File: src/rtl/cpu_core_axi_master.sv
// rtl/cpu_core_axi_master.sv - AXI4-Lite initiator for the CPU core one-shot memory request port
//
// Accepts one core request at a time (REQ_VALID/REQ_READY), issues it as a single AXI4-Lite
// read or write, and reports completion with a one-cycle RESP_VALID pulse carrying read data and
// an error flag (BRESP/RRESP bit 1). RD_CNT/WR_CNT count completed transactions and wrap.
// Ports:
//   m_axi_aclk, m_axi_aresetn          clock, asynchronous active-low reset
//   REQ_*                              core request side
//   RESP_*, RD_CNT, WR_CNT             completion and statistics
//   m_axi_aw*/w*/b*/ar*/r*             AXI4-Lite master channels
module cpu_core_axi_master #(
  parameter int C_M_AXI_ADDR_WIDTH = 32,
  parameter int C_M_AXI_DATA_WIDTH = 32
) (
  input  logic                              m_axi_aclk,
  input  logic                              m_axi_aresetn,
  input  logic                              REQ_VALID,
  output logic                              REQ_READY,
  input  logic                              REQ_WE,
  input  logic [C_M_AXI_ADDR_WIDTH-1:0]     REQ_ADDR,
  input  logic [C_M_AXI_DATA_WIDTH-1:0]     REQ_WDATA,
  input  logic [C_M_AXI_DATA_WIDTH/8-1:0]   REQ_WSTRB,
  output logic                              RESP_VALID,
  output logic [C_M_AXI_DATA_WIDTH-1:0]     RESP_RDATA,
  output logic                              RESP_ERR,
  output logic [31:0]                       RD_CNT,
  output logic [31:0]                       WR_CNT,
  output logic [C_M_AXI_ADDR_WIDTH-1:0]     m_axi_awaddr,
  output logic [2:0]                        m_axi_awprot,
  output logic                              m_axi_awvalid,
  input  logic                              m_axi_awready,
  output logic [C_M_AXI_DATA_WIDTH-1:0]     m_axi_wdata,
  output logic [C_M_AXI_DATA_WIDTH/8-1:0]   m_axi_wstrb,
  output logic                              m_axi_wvalid,
  input  logic                              m_axi_wready,
  input  logic [1:0]                        m_axi_bresp,
  input  logic                              m_axi_bvalid,
  output logic                              m_axi_bready,
  output logic [C_M_AXI_ADDR_WIDTH-1:0]     m_axi_araddr,
  output logic [2:0]                        m_axi_arprot,
  output logic                              m_axi_arvalid,
  input  logic                              m_axi_arready,
  input  logic [C_M_AXI_DATA_WIDTH-1:0]     m_axi_rdata,
  input  logic [1:0]                        m_axi_rresp,
  input  logic                              m_axi_rvalid,
  output logic                              m_axi_rready
);

  localparam int AW = C_M_AXI_ADDR_WIDTH;
  localparam int DW = C_M_AXI_DATA_WIDTH;

  typedef enum logic [2:0] {
    S_IDLE  = 3'd0,
    S_WRITE = 3'd1,
    S_WRESP = 3'd2,
    S_RADDR = 3'd3,
    S_RDATA = 3'd4
  } state_t;

  state_t            state_q, state_d;
  logic [AW-1:0]     addr_q, addr_d;
  logic [DW-1:0]     wdata_q, wdata_d;
  logic [DW/8-1:0]   wstrb_q, wstrb_d;
  logic              aw_done_q, aw_done_d;
  logic              w_done_q, w_done_d;
  logic              resp_valid_q, resp_valid_d;
  logic [DW-1:0]     resp_rdata_q, resp_rdata_d;
  logic              resp_err_q, resp_err_d;
  logic [31:0]       rd_cnt_q, rd_cnt_d;
  logic [31:0]       wr_cnt_q, wr_cnt_d;

  // Handshake events seen this cycle in the current state
  logic aw_hs, w_hs, aw_all, w_all;

  // Sub-word address bits and the low response bits carry no meaning here
  logic unused_bits;
  assign unused_bits = ^{REQ_ADDR[1:0], m_axi_bresp[0], m_axi_rresp[0]};

  // State and datapath registers
  always_ff @(posedge m_axi_aclk or negedge m_axi_aresetn) begin
    if (!m_axi_aresetn) begin
      state_q      <= S_IDLE;
      addr_q       <= '0;
      wdata_q      <= '0;
      wstrb_q      <= '0;
      aw_done_q    <= 1'b0;
      w_done_q     <= 1'b0;
      resp_valid_q <= 1'b0;
      resp_rdata_q <= '0;
      resp_err_q   <= 1'b0;
      rd_cnt_q     <= '0;
      wr_cnt_q     <= '0;
    end else begin
      state_q      <= state_d;
      addr_q       <= addr_d;
      wdata_q      <= wdata_d;
      wstrb_q      <= wstrb_d;
      aw_done_q    <= aw_done_d;
      w_done_q     <= w_done_d;
      resp_valid_q <= resp_valid_d;
      resp_rdata_q <= resp_rdata_d;
      resp_err_q   <= resp_err_d;
      rd_cnt_q     <= rd_cnt_d;
      wr_cnt_q     <= wr_cnt_d;
    end
  end

  assign aw_hs  = m_axi_awvalid && m_axi_awready;
  assign w_hs   = m_axi_wvalid && m_axi_wready;
  // A channel is finished if it completed earlier or completes now
  assign aw_all = aw_done_q || aw_hs;
  assign w_all  = w_done_q || w_hs;

  // Next-state logic
  always_comb begin
    state_d = state_q;
    case (state_q)
      S_IDLE:  if (REQ_VALID) state_d = REQ_WE ? S_WRITE : S_RADDR;
      S_WRITE: if (aw_all && w_all) state_d = S_WRESP;
      S_WRESP: if (m_axi_bvalid) state_d = S_IDLE;
      S_RADDR: if (m_axi_arready) state_d = S_RDATA;
      S_RDATA: if (m_axi_rvalid) state_d = S_IDLE;
      default: state_d = S_IDLE;
    endcase
  end

  // Datapath next values: request capture, channel done flags, response and counters
  always_comb begin
    addr_d       = addr_q;
    wdata_d      = wdata_q;
    wstrb_d      = wstrb_q;
    aw_done_d    = aw_done_q;
    w_done_d     = w_done_q;
    resp_valid_d = 1'b0;
    resp_rdata_d = resp_rdata_q;
    resp_err_d   = resp_err_q;
    rd_cnt_d     = rd_cnt_q;
    wr_cnt_d     = wr_cnt_q;
    case (state_q)
      S_IDLE: begin
        if (REQ_VALID) begin
          addr_d    = {REQ_ADDR[AW-1:2], 2'b00};
          wdata_d   = REQ_WDATA;
          wstrb_d   = REQ_WSTRB;
          aw_done_d = 1'b0;
          w_done_d  = 1'b0;
        end
      end
      S_WRITE: begin
        // Flags clear on leaving so the next write starts with both channels pending
        aw_done_d = aw_all && !w_all;
        w_done_d  = w_all && !aw_all;
      end
      S_WRESP: begin
        if (m_axi_bvalid) begin
          resp_valid_d = 1'b1;
          resp_err_d   = m_axi_bresp[1];
          wr_cnt_d     = wr_cnt_q + 32'd1;
        end
      end
      S_RDATA: begin
        if (m_axi_rvalid) begin
          resp_valid_d = 1'b1;
          resp_rdata_d = m_axi_rdata;
          resp_err_d   = m_axi_rresp[1];
          rd_cnt_d     = rd_cnt_q + 32'd1;
        end
      end
      default: ;
    endcase
  end

  // Outputs: channel valids/readys decode straight from state so reset drops them at once
  always_comb begin
    REQ_READY     = (state_q == S_IDLE);
    m_axi_awvalid = (state_q == S_WRITE) && !aw_done_q;
    m_axi_wvalid  = (state_q == S_WRITE) && !w_done_q;
    m_axi_bready  = (state_q == S_WRESP);
    m_axi_arvalid = (state_q == S_RADDR);
    m_axi_rready  = (state_q == S_RDATA);
  end

  assign m_axi_awaddr = addr_q;
  assign m_axi_araddr = addr_q;
  assign m_axi_awprot = 3'b000;
  assign m_axi_arprot = 3'b000;
  assign m_axi_wdata  = wdata_q;
  assign m_axi_wstrb  = wstrb_q;
  assign RESP_VALID   = resp_valid_q;
  assign RESP_RDATA   = resp_rdata_q;
  assign RESP_ERR     = resp_err_q;
  assign RD_CNT       = rd_cnt_q;
  assign WR_CNT       = wr_cnt_q;

endmodule

File: config.mk
export PLATFORM = sky130hd
export DESIGN_NAME = cpu_core_axi_master
export DESIGN_NICKNAME = d
export VERILOG_FILES = /design/src/rtl/cpu_core_axi_master.sv
export SDC_FILE = /design/constraint.sdc
export NUM_CORES = 1
export LEC_CHECK = 0
export BUFFER_PORTS_ARGS = -buffer_cell sky130_fd_sc_hd__buf_2
export CAP_MARGIN = 10
export CORE_UTILIZATION = 25
export DETAILED_ROUTE_END_ITERATION = 10
export SLEW_MARGIN = 10
export SYNTH_ARGS = -nofsm -noshare
export SYNTH_HDL_FRONTEND = slang
export SYNTH_SLANG_ARGS = --single-unit
File: constraint.sdc
create_clock -name m_axi_aclk -period 2 [get_ports m_axi_aclk]
set_clock_uncertainty 0.1 [all_clocks]
set_input_delay 0.4 -clock m_axi_aclk [delete_from_list [all_inputs] [get_ports m_axi_aclk]]
set_output_delay 0.4 -clock m_axi_aclk [all_outputs]
set_load 0.01 [all_outputs]
# Word-level counts from Yosys, hierarchy flattened
# Index checks and enable logic that the tools add are counted.
dict set report totals {
  regBits 169
  in_bits 113
  output_inout_bits 210
}
dict set report op_classes {
  n_reduce_logical 22
  muxes 16
  addsub 2
  n_eq_ne 9
}
# cell count
set ops {}
lappend ops {{32-bit by 1-bit adder with 32-bit output (second input constant)} 2}
lappend ops {{3-bit 2-to-1 mux} 5}
lappend ops {{3-bit one-hot mux with 5 select lines} 1}
lappend ops {{2-bit inequality test (second input constant)} 4}
lappend ops {{1-bit one-hot mux with 2 select lines} 4}
lappend ops {{2-bit AND reduction} 4}
lappend ops {{1-bit logical AND} 7}
lappend ops {{3-bit by 2-bit == test with 1-bit output (second input constant)} 2}
lappend ops {{1-bit 2-to-1 mux} 5}
lappend ops {{5-bit AND reduction} 1}
lappend ops {{1-bit logical NOT} 4}
lappend ops {{2-bit nonzero test} 2}
lappend ops {{3-bit by 1-bit == test with 1-bit output (second input constant)} 1}
lappend ops {{3-bit == test (second input constant)} 1}
lappend ops {{3-bit logical NOT} 1}
lappend ops {{3-bit AND reduction} 1}
lappend ops {{1-bit logical OR} 2}
lappend ops {{2-bit 2-to-1 mux} 1}
lappend ops {{2-bit by 1-bit inequality test with 1-bit output (second input constant)} 1}

# Depth between registers and ports, before layout
dict set report logic_depth {
  depth_word 7
  mapped_depth 8
}

# Worst setup path after synthesis
# OpenSTA, ideal clock, no wires.
dict set report synth_path {
  kind {flip-flop to flip-flop}
  start {reg rd_cnt_q[7] (netlist: RD_CNT[7])}
  end {reg rd_cnt_q[22] (netlist: RD_CNT[22])}
  stages_incl_launch_ff 7
  t_required_ps 1821
  arrival_ps 1952
  setup_ps 79
  setup_slack_ps -132
  cell_sequence {dfrtp_1 -> nand4_2 -> or4_4 -> or2_1 -> buf_6 -> nor4_4 -> xor2_1}
}
dict set report synth_via {
  elab_chain_cells 1
}
# item line
set synth_rtl {}
lappend synth_rtl {{from (decl)} 69} ;# logic [31:0] rd_cnt_q, rd_cnt_d;
lappend synth_rtl {{from (signal assigned)} 103} ;# rd_cnt_q <= rd_cnt_d;
lappend synth_rtl {{32-bit by 1-bit adder with 32-bit output} 166} ;# rd_cnt_d = rd_cnt_q + 32'd1;
# No other way between the ends.
# A chain may end at the register's enable or synchronous reset.

# Worst setup path in the final report
dict set report layout_path {
  start {reg state_q[2]}
  end {out m_axi_awvalid}
}
dict set report layout_via {
  elab_chain_cells 2
}
# item line
set layout_rtl {}
lappend layout_rtl {{from (decl)} 60} ;# state_t state_q, state_d;
lappend layout_rtl {{from (signal assigned)} 94} ;# state_q <= state_d;
lappend layout_rtl {{3-bit by 1-bit == test with 1-bit output} 176} ;# m_axi_awvalid = (state_q == S_WRITE) && !aw_done_q;
lappend layout_rtl {{1-bit logical AND} 176}
lappend layout_rtl {{to (decl)} 30} ;# output logic m_axi_awvalid,
# No other way between the ends.

==> impl_metrics.ini <==
[run_status]
status = completed

[finish]
num-fill-cells = 2891
final_cell_mix = buf_2 (305), nand2_1 (225), dfrtp_1 (167)
ff_latch_area_um2 = 4230
multi_input_area_um2 = 2640
layout_commonest_cell = buf_2
layout-drive-gt1-share_pct = 43.8
area_growth_syn_to_layout_pct = 39.0
fin_nets = 1112
final_cells = 1390

[logic_synthesis]
syn_inst = 678
yosysTopAreaCellShare_pct = 59.0
avgSynthCellArea_um2 = 10.6
synth-seq-cells = 169
synth.distinct_cells = 42
synth-main-ff-cell = dfrtp_1
synth_area_leader_cell = dfrtp_1
synth_area_leaders = dfrtp_1 (59%), nand2_1 (12%), mux2_2 (5.3%)
synth.cell_area_um2 = 7160
synth_warnings = 0
seq_area_frac_synth_pct = 59.0
synth_enable_flop_cells = 0
async_flop_share_pct = 100

[run]
drv_cap = 0

[timing]
hold_violations = 0
rsz0062_at_grt = true
setup_viol = 0
setup_slack_ps = 72.8
clock.fmax_mhz = 519
whs_ps = 56.6
fin_crit_sh_pct = 96.4
fin_crit_ps = 1930
drv_slew = 0

[grt]
grt_start_max_net_pins = 54
grtUsageTotal_pct = 13.2
grt_pass1_vias = 5601
grt.overflow.total = 0
grt_first_pass_wirelength_um = 29900
antenna_found_initial = 2

[detailed_routing]
vias_per_cell = 4.13
vias = 5736
wl_per_cell_um = 13.7
drt_iter0_drc = 252
firstDrtPassIters = 6
wirelength_um = 19100
ant_nets = 0
drc = 0

[worst_setup_path]
cp_data_arrival_time_ps = 1430
critPathKind = reg -> out
ff2ff_path_depth = 5
end_kind = output pin
cp-endpoint = m_axi_awvalid
ff2ff_setup_slack_ps = 100
crit_start = state_q[2]$_DFFE_PN0P_
worstPathMaxFanout = 6
critPathRequiredTime_ps = 1500
rr_startpoint = RD_CNT[12]$_DFFE_PN0P_
start_kind = flip-flop
rr_endpoint = RD_CNT[22]$_DFFE_PN0P_

[floorplan]
start_util_pct = 25.6
dieWidth_um = 171
io_pins = 323
die-area_um2 = 29300
num_rows = 61
fp.coreArea_um2 = 28000
die_h_um = 171

[clocking]
root_buffer = clkbuf_16
cts_tree = done
h-tree-depth = 4
clock_sinks = 169
cts_made_buffers = 17
clk_pin_slew_ps = 80
clock_path_buffers = 2
clock_latency_ps = 430

[pwr]
ir_worst_vdd_uv = 474
p_per_area_nw_per_um2 = 1310
p_leak_uw = 0.00545
p_total_uw = 13000

[placed_design]
portBuffers = 308
place_congestion = 0.765
dpl.hpwl_um = 13900
dp_cells = 1351
place_ws_ps = -12.4

[hold_path]
holdCritPathClass = in -> reg
## how the worst min path moves through the flow
| stage | from | to | slack [ps] | cells past startpoint |
|---|---|---|---|---|
| after detailed placement | m_axi_aresetn | WR_CNT[18]$_DFFE_PN0P_ | 200 | 1 |
| after global routing | REQ_ADDR[28] | m_axi_araddr[28]$_DFFE_PN0P_ | 20 | 3 |
| after CTS | REQ_ADDR[24] | m_axi_araddr[24]$_DFFE_PN0P_ | 20 | 3 |
| after floorplan | m_axi_aresetn | RD_CNT[0]$_DFFE_PN0P_ | 4 | 0 |
| after global placement | m_axi_aresetn | WR_CNT[13]$_DFFE_PN0P_ | 190 | 1 |
| final | REQ_ADDR[24] | m_axi_araddr[24]$_DFFE_PN0P_ | 60 | 3 |
## area by class of cell
cell class | instances | area share [%]
flip-flops and latches | 169 | 42.5
multi-input cells | 450 | 26.5
repair buffers | 353 | 19.8
well taps | 378 | 4.75
clock buffers | 18 | 4.41
clock inverters | 14 | 1.80
inverters | 6 | 0.226
diodes | 2 | 0.0503
## power breakdown
part           switching (uW)  internal (uW)  total [uW]
Clock                    1650           1840        3490
Sequential                690           4470        5160
Combinational            2410           1950        4360
## timing repair
action | CTS | global route
resized for setup | 7 | 15
pin swaps | 0 | 2
setup buffers | 1 | 3
hold buffers | 1 | 0
endpoints found under the setup margin | 6 | 13
hold endpoints to repair | 21 | 0
cloned | 0 | 0
## synth_stat cells (6+ instances only)
cell      number
nand2_1      226
dfrtp_1      169
xnor2_1       42
buf_4         40
mux2_2        34
nand3_1       26
xor2_1        20
nor2_1        18
clkbuf_1      17
nand4_1       13
nor3_1        10
and3_1         8
and2_1         6
and4_1         6
inv_1          6
## metrics by stage
step	util (%)	instance area [um2]	TNS (ps)
global route	35.5	9950	-84.2
finish	35.5	9950	0
detailed placement	32.8	9200	-12.4
global placement	32.8	9200	0
floorplan	-	7200	-2000
CTS	35.2	9870	0
## logic make-up after synthesis
kind of cell | count (synthesis) | synth area share (%)
other | 1 | 0.0524
xor gates and xnor gates | 62 | 7.58
buffers and inverters | 68 | 5.82
AOI/OAI and AO/OA | 13 | 1.22
adders and majority gates | 2 | 0.349
and+or+nand+nor | 327 | 20.3
muxes | 36 | 5.63
DFF | 169 | 59.0
## per-layer routing
metal  up-vias  track usage (%)  wire length [um]
li1       2792                -                 -
met1      2768             16.6              8400
met2       165             21.7              9370
met3        11             3.98              1080
met4         0             4.00               219
met5         -                0                 0
## worst max-delay path, cell delays in order, from the launching register on
cell      delay (ps)
dfrtp_1          410
buf_6            150
nor2b_4          150
nand2b_4          90
nor2_2            70
buf_2            140
## sequential cells by signal, indices dropped and copies added, names as in the netlist
register and count:
RD_CNT 32, m_axi_wdata 32, RESP_ERR 1, w_done_q 1
RESP_RDATA 32, aw_done_q 1, m_axi_araddr 30, WR_CNT 32
state_q 3, m_axi_wstrb 4, RESP_VALID 1
(Power assumes the default switching activity.)
